### src/rtl/reg_dump_tx_if.sv
// rtl/reg_dump_tx_if.sv - byte stream from the dump transmitter to the UART TX path
//   tx_data  : byte presented to the transmitter
//   tx_valid : tx_data is valid
//   tx_ready : transmitter accepts the byte on this edge
//   master   : drives tx_data/tx_valid (reg_dump_tx)
//   slave    : drives tx_ready (transmitter)
interface reg_dump_tx_if;
  logic [7:0] tx_data;
  logic       tx_valid;
  logic       tx_ready;

  modport master (output tx_data, output tx_valid, input tx_ready);
  modport slave  (input tx_data, input tx_valid, output tx_ready);
endinterface

### src/rtl/reg_dump_tx.sv
// rtl/reg_dump_tx.sv - stalls the CPU and streams a framed PC/register dump
//   clk       : system clock
//   rstn      : asynchronous active-low reset
//   dump_req  : single-cycle dump request
//   bp_en     : breakpoint enable
//   bp_addr   : breakpoint PC
//   pc        : current CPU PC
//   reg_sel   : register index to the CPU debug read port
//   reg_data  : combinational register value for reg_sel
//   cpu_stall : freezes CPU PC/regfile writes
//   tx        : byte stream (master side)
//   busy      : frame in progress
//   done      : one-cycle pulse after the checksum byte is accepted
// Frame: HDR_BYTE, PC[31:24..7:0], reg[0..NUM_REGS-1] big-endian, XOR checksum.
module reg_dump_tx #(
  parameter int         NUM_REGS = 32,
  parameter logic [7:0] HDR_BYTE = 8'hA5
) (
  input  logic                 clk,
  input  logic                 rstn,
  input  logic                 dump_req,
  input  logic                 bp_en,
  input  logic [31:0]          bp_addr,
  input  logic [31:0]          pc,
  output logic [4:0]           reg_sel,
  input  logic [31:0]          reg_data,
  output logic                 cpu_stall,
  reg_dump_tx_if.master        tx,
  output logic                 busy,
  output logic                 done
);

  localparam logic [4:0] LAST_SEL = 5'(NUM_REGS - 1);

  typedef enum logic [2:0] {
    S_IDLE,
    S_HDR,
    S_PC,
    S_SEL,
    S_RB,
    S_CSUM
  } state_e;

  state_e      state_q;
  logic [31:0] shift_q;      // holds pc_snap, later the captured register word
  logic [1:0]  cnt_q;        // byte index within the current 32-bit word
  logic [7:0]  tx_data_q;
  logic        tx_valid_q;
  logic [7:0]  csum_q;
  logic [4:0]  reg_sel_q;
  logic        stall_q;
  logic        busy_q;
  logic        done_q;
  logic        bp_match_q;

  logic        bp_hit;
  logic        trig;
  logic        xfer;
  logic [7:0]  csum_d;

  assign bp_hit = bp_en && (pc == bp_addr);
  // Edge-detect the match so a CPU parked on bp_addr yields a single frame.
  assign trig   = dump_req | (bp_hit & ~bp_match_q);
  assign xfer   = tx_valid_q & tx.tx_ready;
  assign csum_d = csum_q ^ tx_data_q;

  always_ff @(posedge clk or negedge rstn) begin
    if (!rstn) begin
      state_q    <= S_IDLE;
      shift_q    <= '0;
      cnt_q      <= '0;
      tx_data_q  <= '0;
      tx_valid_q <= 1'b0;
      csum_q     <= '0;
      reg_sel_q  <= '0;
      stall_q    <= 1'b0;
      busy_q     <= 1'b0;
      done_q     <= 1'b0;
      bp_match_q <= 1'b0;
    end else begin
      bp_match_q <= bp_hit;
      done_q     <= 1'b0;
      case (state_q)
        S_IDLE: begin
          if (trig) begin
            state_q    <= S_HDR;
            shift_q    <= pc;
            csum_q     <= '0;
            tx_data_q  <= HDR_BYTE;
            tx_valid_q <= 1'b1;
            stall_q    <= 1'b1;
            busy_q     <= 1'b1;
          end
        end
        S_HDR: begin
          // Header is not part of the checksum.
          if (xfer) begin
            state_q   <= S_PC;
            tx_data_q <= shift_q[31:24];
            shift_q   <= {shift_q[23:0], 8'h00};
            cnt_q     <= 2'd0;
          end
        end
        S_PC: begin
          if (xfer) begin
            csum_q <= csum_d;
            if (cnt_q == 2'd3) begin
              state_q    <= S_SEL;
              tx_valid_q <= 1'b0;
            end else begin
              tx_data_q <= shift_q[31:24];
              shift_q   <= {shift_q[23:0], 8'h00};
              cnt_q     <= cnt_q + 2'd1;
            end
          end
        end
        S_SEL: begin
          // reg_sel has been stable for this whole cycle; sample the word now.
          state_q    <= S_RB;
          tx_data_q  <= reg_data[31:24];
          shift_q    <= {reg_data[23:0], 8'h00};
          tx_valid_q <= 1'b1;
          cnt_q      <= 2'd0;
        end
        S_RB: begin
          if (xfer) begin
            csum_q <= csum_d;
            if (cnt_q == 2'd3) begin
              if (reg_sel_q == LAST_SEL) begin
                state_q   <= S_CSUM;
                tx_data_q <= csum_d;
              end else begin
                state_q    <= S_SEL;
                reg_sel_q  <= reg_sel_q + 5'd1;
                tx_valid_q <= 1'b0;
              end
            end else begin
              tx_data_q <= shift_q[31:24];
              shift_q   <= {shift_q[23:0], 8'h00};
              cnt_q     <= cnt_q + 2'd1;
            end
          end
        end
        S_CSUM: begin
          if (xfer) begin
            state_q    <= S_IDLE;
            tx_valid_q <= 1'b0;
            stall_q    <= 1'b0;
            busy_q     <= 1'b0;
            reg_sel_q  <= '0;
            done_q     <= 1'b1;
          end
        end
        default: state_q <= S_IDLE;
      endcase
    end
  end

  assign tx.tx_data  = tx_data_q;
  assign tx.tx_valid = tx_valid_q;
  assign reg_sel     = reg_sel_q;
  assign cpu_stall   = stall_q;
  assign busy        = busy_q;
  assign done        = done_q;

endmodule

### src/flat_wrapper.sv
// flat-port wrapper written by rule: the top's interface ports become plain ports
module reg_dump_tx_flat 
#(
  parameter int         NUM_REGS = 32,
  parameter logic [7:0] HDR_BYTE = 8'hA5
)
  (clk, rstn, dump_req, bp_en, bp_addr, pc, reg_sel, reg_data, cpu_stall, busy, done, tx_tx_data, tx_tx_valid, tx_tx_ready);
  reg_dump_tx_if tx_i ();
  input  logic clk;
  input  logic rstn;
  input  logic dump_req;
  input  logic bp_en;
  input  logic [31:0] bp_addr;
  input  logic [31:0] pc;
  output logic [4:0] reg_sel;
  input  logic [31:0] reg_data;
  output logic cpu_stall;
  output logic busy;
  output logic done;
  output wire logic [$bits(tx_i.tx_data)-1:0] tx_tx_data;
  output wire logic [$bits(tx_i.tx_valid)-1:0] tx_tx_valid;
  input wire logic [$bits(tx_i.tx_ready)-1:0] tx_tx_ready;
  assign tx_tx_data = tx_i.tx_data;
  assign tx_tx_valid = tx_i.tx_valid;
  assign tx_i.tx_ready = tx_tx_ready;
  reg_dump_tx #(.NUM_REGS(NUM_REGS), .HDR_BYTE(HDR_BYTE)) u_core (.clk(clk), .rstn(rstn), .dump_req(dump_req), .bp_en(bp_en), .bp_addr(bp_addr), .pc(pc), .reg_sel(reg_sel), .reg_data(reg_data), .cpu_stall(cpu_stall), .tx(tx_i), .busy(busy), .done(done));
endmodule
### config.mk
export PLATFORM = sky130hd
export DESIGN_NAME = reg_dump_tx_flat
export DESIGN_NICKNAME = d
export VERILOG_FILES = /design/src/rtl/reg_dump_tx_if.sv /design/src/rtl/reg_dump_tx.sv /design/src/flat_wrapper.sv
export SDC_FILE = /design/constraint.sdc
export NUM_CORES = 1
export LEC_CHECK = 0
export BUFFER_PORTS_ARGS = -buffer_cell sky130_fd_sc_hd__buf_2
export CORE_MARGIN = 4
export CORE_UTILIZATION = 56
export DETAILED_ROUTE_END_ITERATION = 6
export HOLD_SLACK_MARGIN = 0.03
export PLACE_DENSITY = 0.91
export SLEW_MARGIN = 5
export SYNTH_ARGS = -nofsm -noshare
export SYNTH_HDL_FRONTEND = slang
export SYNTH_SLANG_ARGS = --single-unit
### constraint.sdc
create_clock -name clk -period 4.5 [get_ports clk]
set_input_delay 0.225 -clock clk [delete_from_list [all_inputs] [get_ports clk]]
set_output_delay 0.225 -clock clk [all_outputs]
set_load 0.005 [all_outputs]
==> qor.yml <==
floorplanning:
  die_h_um: 92.20
  die_area_um2: 8501
  rows: 30
  initial_core_util_pct: 58.11
  ioPinCount: 118
  core-area_um2: 6832
  die_width_um: 92.20
logic_synthesis:
  yosysWarningCount: 0
  synth_top_family_by_area: "compound AO/OA/AOI/OAI gates"
  synthXorXnorAreaFrac_pct: 7.942
  synth_cell_types: 59
  synth-edff-count: 0
  synth_top_flop_cell: "dfrtp_1"
  syn_area_um2: 3970
  synthArstFlopShare_pct: 100.0
  synth_seq_cells: 62
  avgSynthCellArea_um2: 9.975
  synthMuxAreaShare_pct: 13.30
  syn_nets: 502
  synth-simple-area-share_pct: 16.45
  synth_compound_area_share_pct: 17.14
  synth_cells: 398
  yosys.area_share.adder_pct: 0.9455
  yosysSeqAreaShare_pct: 39.08
clock_tree:
  numCtsBuffers: 9
  cts_resized: 0
  cts_tree: "built"
  cts_buffer_depth: 2
  cts_root_buf: "clkbuf_8"
  cts_sinks: 62
  postCtsHoldBufs: 0
  cts_setup_buffers: 0
  cts.clk_slew.worst_paths_ps: 80
  clock_latency_ps: 350
  htree_levels: 3
grt:
  grt_pass1_vias: 3616
  antenna_found_initial: 0
  globalRouteTotalUtil_pct: 25.77
  overflow: 0
  grt_pass1_wl_um: 17170
  grt_max_degree: 63
route:
  final_antenna_net_count: 0
  wl_um: 10570
  via_per_inst: 5.757
  via_count: 3523
  drt-pass1-iter-count: 6
  wl_per_cell_um: 17.28
  drc: 0
  drt_iter0_markers: 241
pwr:
  power_density_nw_per_um2: 254.4
  sw_frac_of_total_pct: 23.29
  p_switching_uw: 284.8
  internal_power_uw: 938.0
  combPwrFrac_pct: 9.6
  p_leak_nw: 2.525
  ir_worst_vdd_uv: 166.8
  power_frac_clock_pct: 44.9
  seq_power_share_pct: 45.6
setup_path:
  reg2reg_to: "u_core.shift_q[17]"
  cp_num_buf_inv: 1
  worstPathArrival_ps: 3200
  max_stage_delay_ps: 800
  rr_startpoint: "u_core.state_q[0]"
  crit_chain: "nor2_1, a21oi_1, a21oi_1, a21oi_1, a31oi_4, buf_4, mux2_4"
  crit_path_end_kind: "register"
  path_depth: 7
  r2r_cells: 7
  crit_top_cell: "a21oi_1"
  crit_start: "u_core.state_q[0]"
  regToRegSetupSlack_ps: 1530
  cp_data_required_time_ps: 4730
  worst_path_max_delay_cell: "a31oi_4"
  criticalPathCategory: "register to register"
  cp_top_family: "compound AO/OA/AOI/OAI gates"
  cp-start-kind: "register"
  crit_path_max_fanout: 22
cells_and_area:
  syn_to_final_growth_pct: 21.08
  fin_cells: 612
  design_area_um2: 4807
  fillers: 516
  diodes: 0
  nets: 615
  drive_gt1_share_pct: 34.50
timing:
  rsz0062_at_grt: "false"
  fmax_mhz: 336.6
  hold_violations: 0
  finalSetupTns_ps: 0
  setup_slack_ps: 1529
  clock_skew_ps: 9.898
  post-route-min-period_ps: 2971
  setup-violations-final: 0
  max-slew-margin-rel_pct: 34.45
  worst_slew_pin_slew_ps: 983.3
  layout_worst_path_cycle_share_pct: 66.02
  slew_viol_final: 0
place:
  dp.cells: 596
  place_area_um2: 4584
  dp_hpwl_um: 7995
  place_ws_ps: 1557
  gp_congestion: 0.9539
  io_buffer_count: 117
run_status:
  status: "finished clean"
job:
  drv_cap: 0
hold_path:
  hp-class: "primary input to asynchronous set/reset pin"
-- final cells by class --
cell class                      count  area, um^2  share of cell area [%]
Tap cell                           96       120.1                   2.499
Timing Repair Buffer              121       615.6                   12.81
Inverter                           22       82.58                   1.718
Clock buffer                       10       137.6                   2.863
Sequential cell                    62        1551                   32.27
Clock inverter                      6       85.08                   1.770
Multi-Input combinational cell    295        2215                   46.07
-- metal layers --
| metal | GRT usage, % | vias to the layer above | wire length [um] |
|---|---|---|---|
| li1 | - | 1652 | - |
| met5 | 0 | - | 0 |
| met1 | 31.44 | 1674 | 4237 |
| met3 | 6.153 | 25 | 853 |
| met2 | 42.76 | 172 | 5195 |
| met4 | 12.38 | 0 | 286 |
-- sequential cells by signal, summed over array words and instances (netlist names) --
name,cells
u_core.bp_match_q,1
u_core.cnt_q,2
u_core.cpu_stall,1
u_core.csum_q,8
u_core.done,1
u_core.reg_sel,5
u_core.shift_q,32
u_core.state_q,3
u_core.tx.tx_data,8
u_core.tx.tx_valid,1
-- power by group through the flow --
stage | clock (mW) | sequential [mW] | combinational (mW)
2_1_floorplan | 0 | 0.568 | 0.0414
3_3_place_gp | 0 | 0.568 | 0.114
3_5_place_dp | 0 | 0.568 | 0.117
4_1_cts | 0.558 | 0.557 | 0.118
5_1_grt | 0.586 | 0.557 | 0.128
6_report | 0.549 | 0.557 | 0.117
-- cells by family after synthesis --
kind of cell               Yosys count
and+or+nand+nor                    127
AOI/OAI and AO/OA                   88
DFF                                 62
buffers and inverters               41
muxes                               41
xor gates and xnor gates            36
adders and majority gates            3
-- cells in the final DEF, fill, tap and decap left out, types with 3 or more instances in the layout --
cell type  Yosys  final
buf_4          1      4
nand3_1        3      3
nand2_1       62     62
mux2_2         6      6
ha_1           3      3
inv_1         22     22
clkbuf_8       0     10
xnor2_1       14     14
a211o_1        8      8
a221oi_1       4      4
a222oi_1       5      5
buf_2          2    117
dfrtp_1       62     62
a22oi_1       17     17
nand4_1        4      4
a21oi_1       17     17
nor3_1         6      6
nor3b_1        4      4
mux2i_1       13     13
o21ai_0        7      7
nand2b_1       8      8
xor2_1        22     22
a221o_1        8      8
nor2_1        18     18
mux2_4        22     22
and3_1         4      4
-- synthesized netlist by cell type, drive strengths merged, types with 8 or more instances --
library cell / number / area, um^2
clkbuf: 13 / 48.80
nand2: 62 / 232.7
nand2b: 8 / 50.05
xnor2: 14 / 122.6
o21ai: 10 / 53.80
xor2: 22 / 192.7
inv: 22 / 82.58
a211o: 8 / 70.07
mux2: 28 / 397.9
a21oi: 18 / 101.4
dfrtp: 62 / 1551
a22oi: 17 / 127.6
a221o: 8 / 80.08
mux2i: 13 / 130.1
nor2: 19 / 73.82
-- worst max-delay path by stage --
stage / endpoint / slack, ps
2_1_floorplan: u_core.shift_q[13] / 2480
3_3_place_gp: u_core.shift_q[29] / 1650
3_5_place_dp: u_core.shift_q[12] / 1560
4_1_cts: u_core.shift_q[17] / 1590
5_1_grt: u_core.shift_q[17] / 1360
6_report: u_core.shift_q[17] / 1530
-- metrics by stage --
| step | total power, mW | utilization, % | hold WS, ps |
|---|---|---|---|
| 5_1_grt | 1.271 | 70.37 | 96.82 |
| 3_3_place_gp | 0.6819 | 67.11 | 428.0 |
| 6_report | 1.223 | 70.37 | 23.28 |
| 4_1_cts | 1.233 | 70.37 | 57.01 |
| 2_1_floorplan | 0.6093 | - | -70.59 |
| 3_5_place_dp | 0.6844 | 67.11 | 436.5 |
No activity file was read; power rests on OpenSTA's default activity.
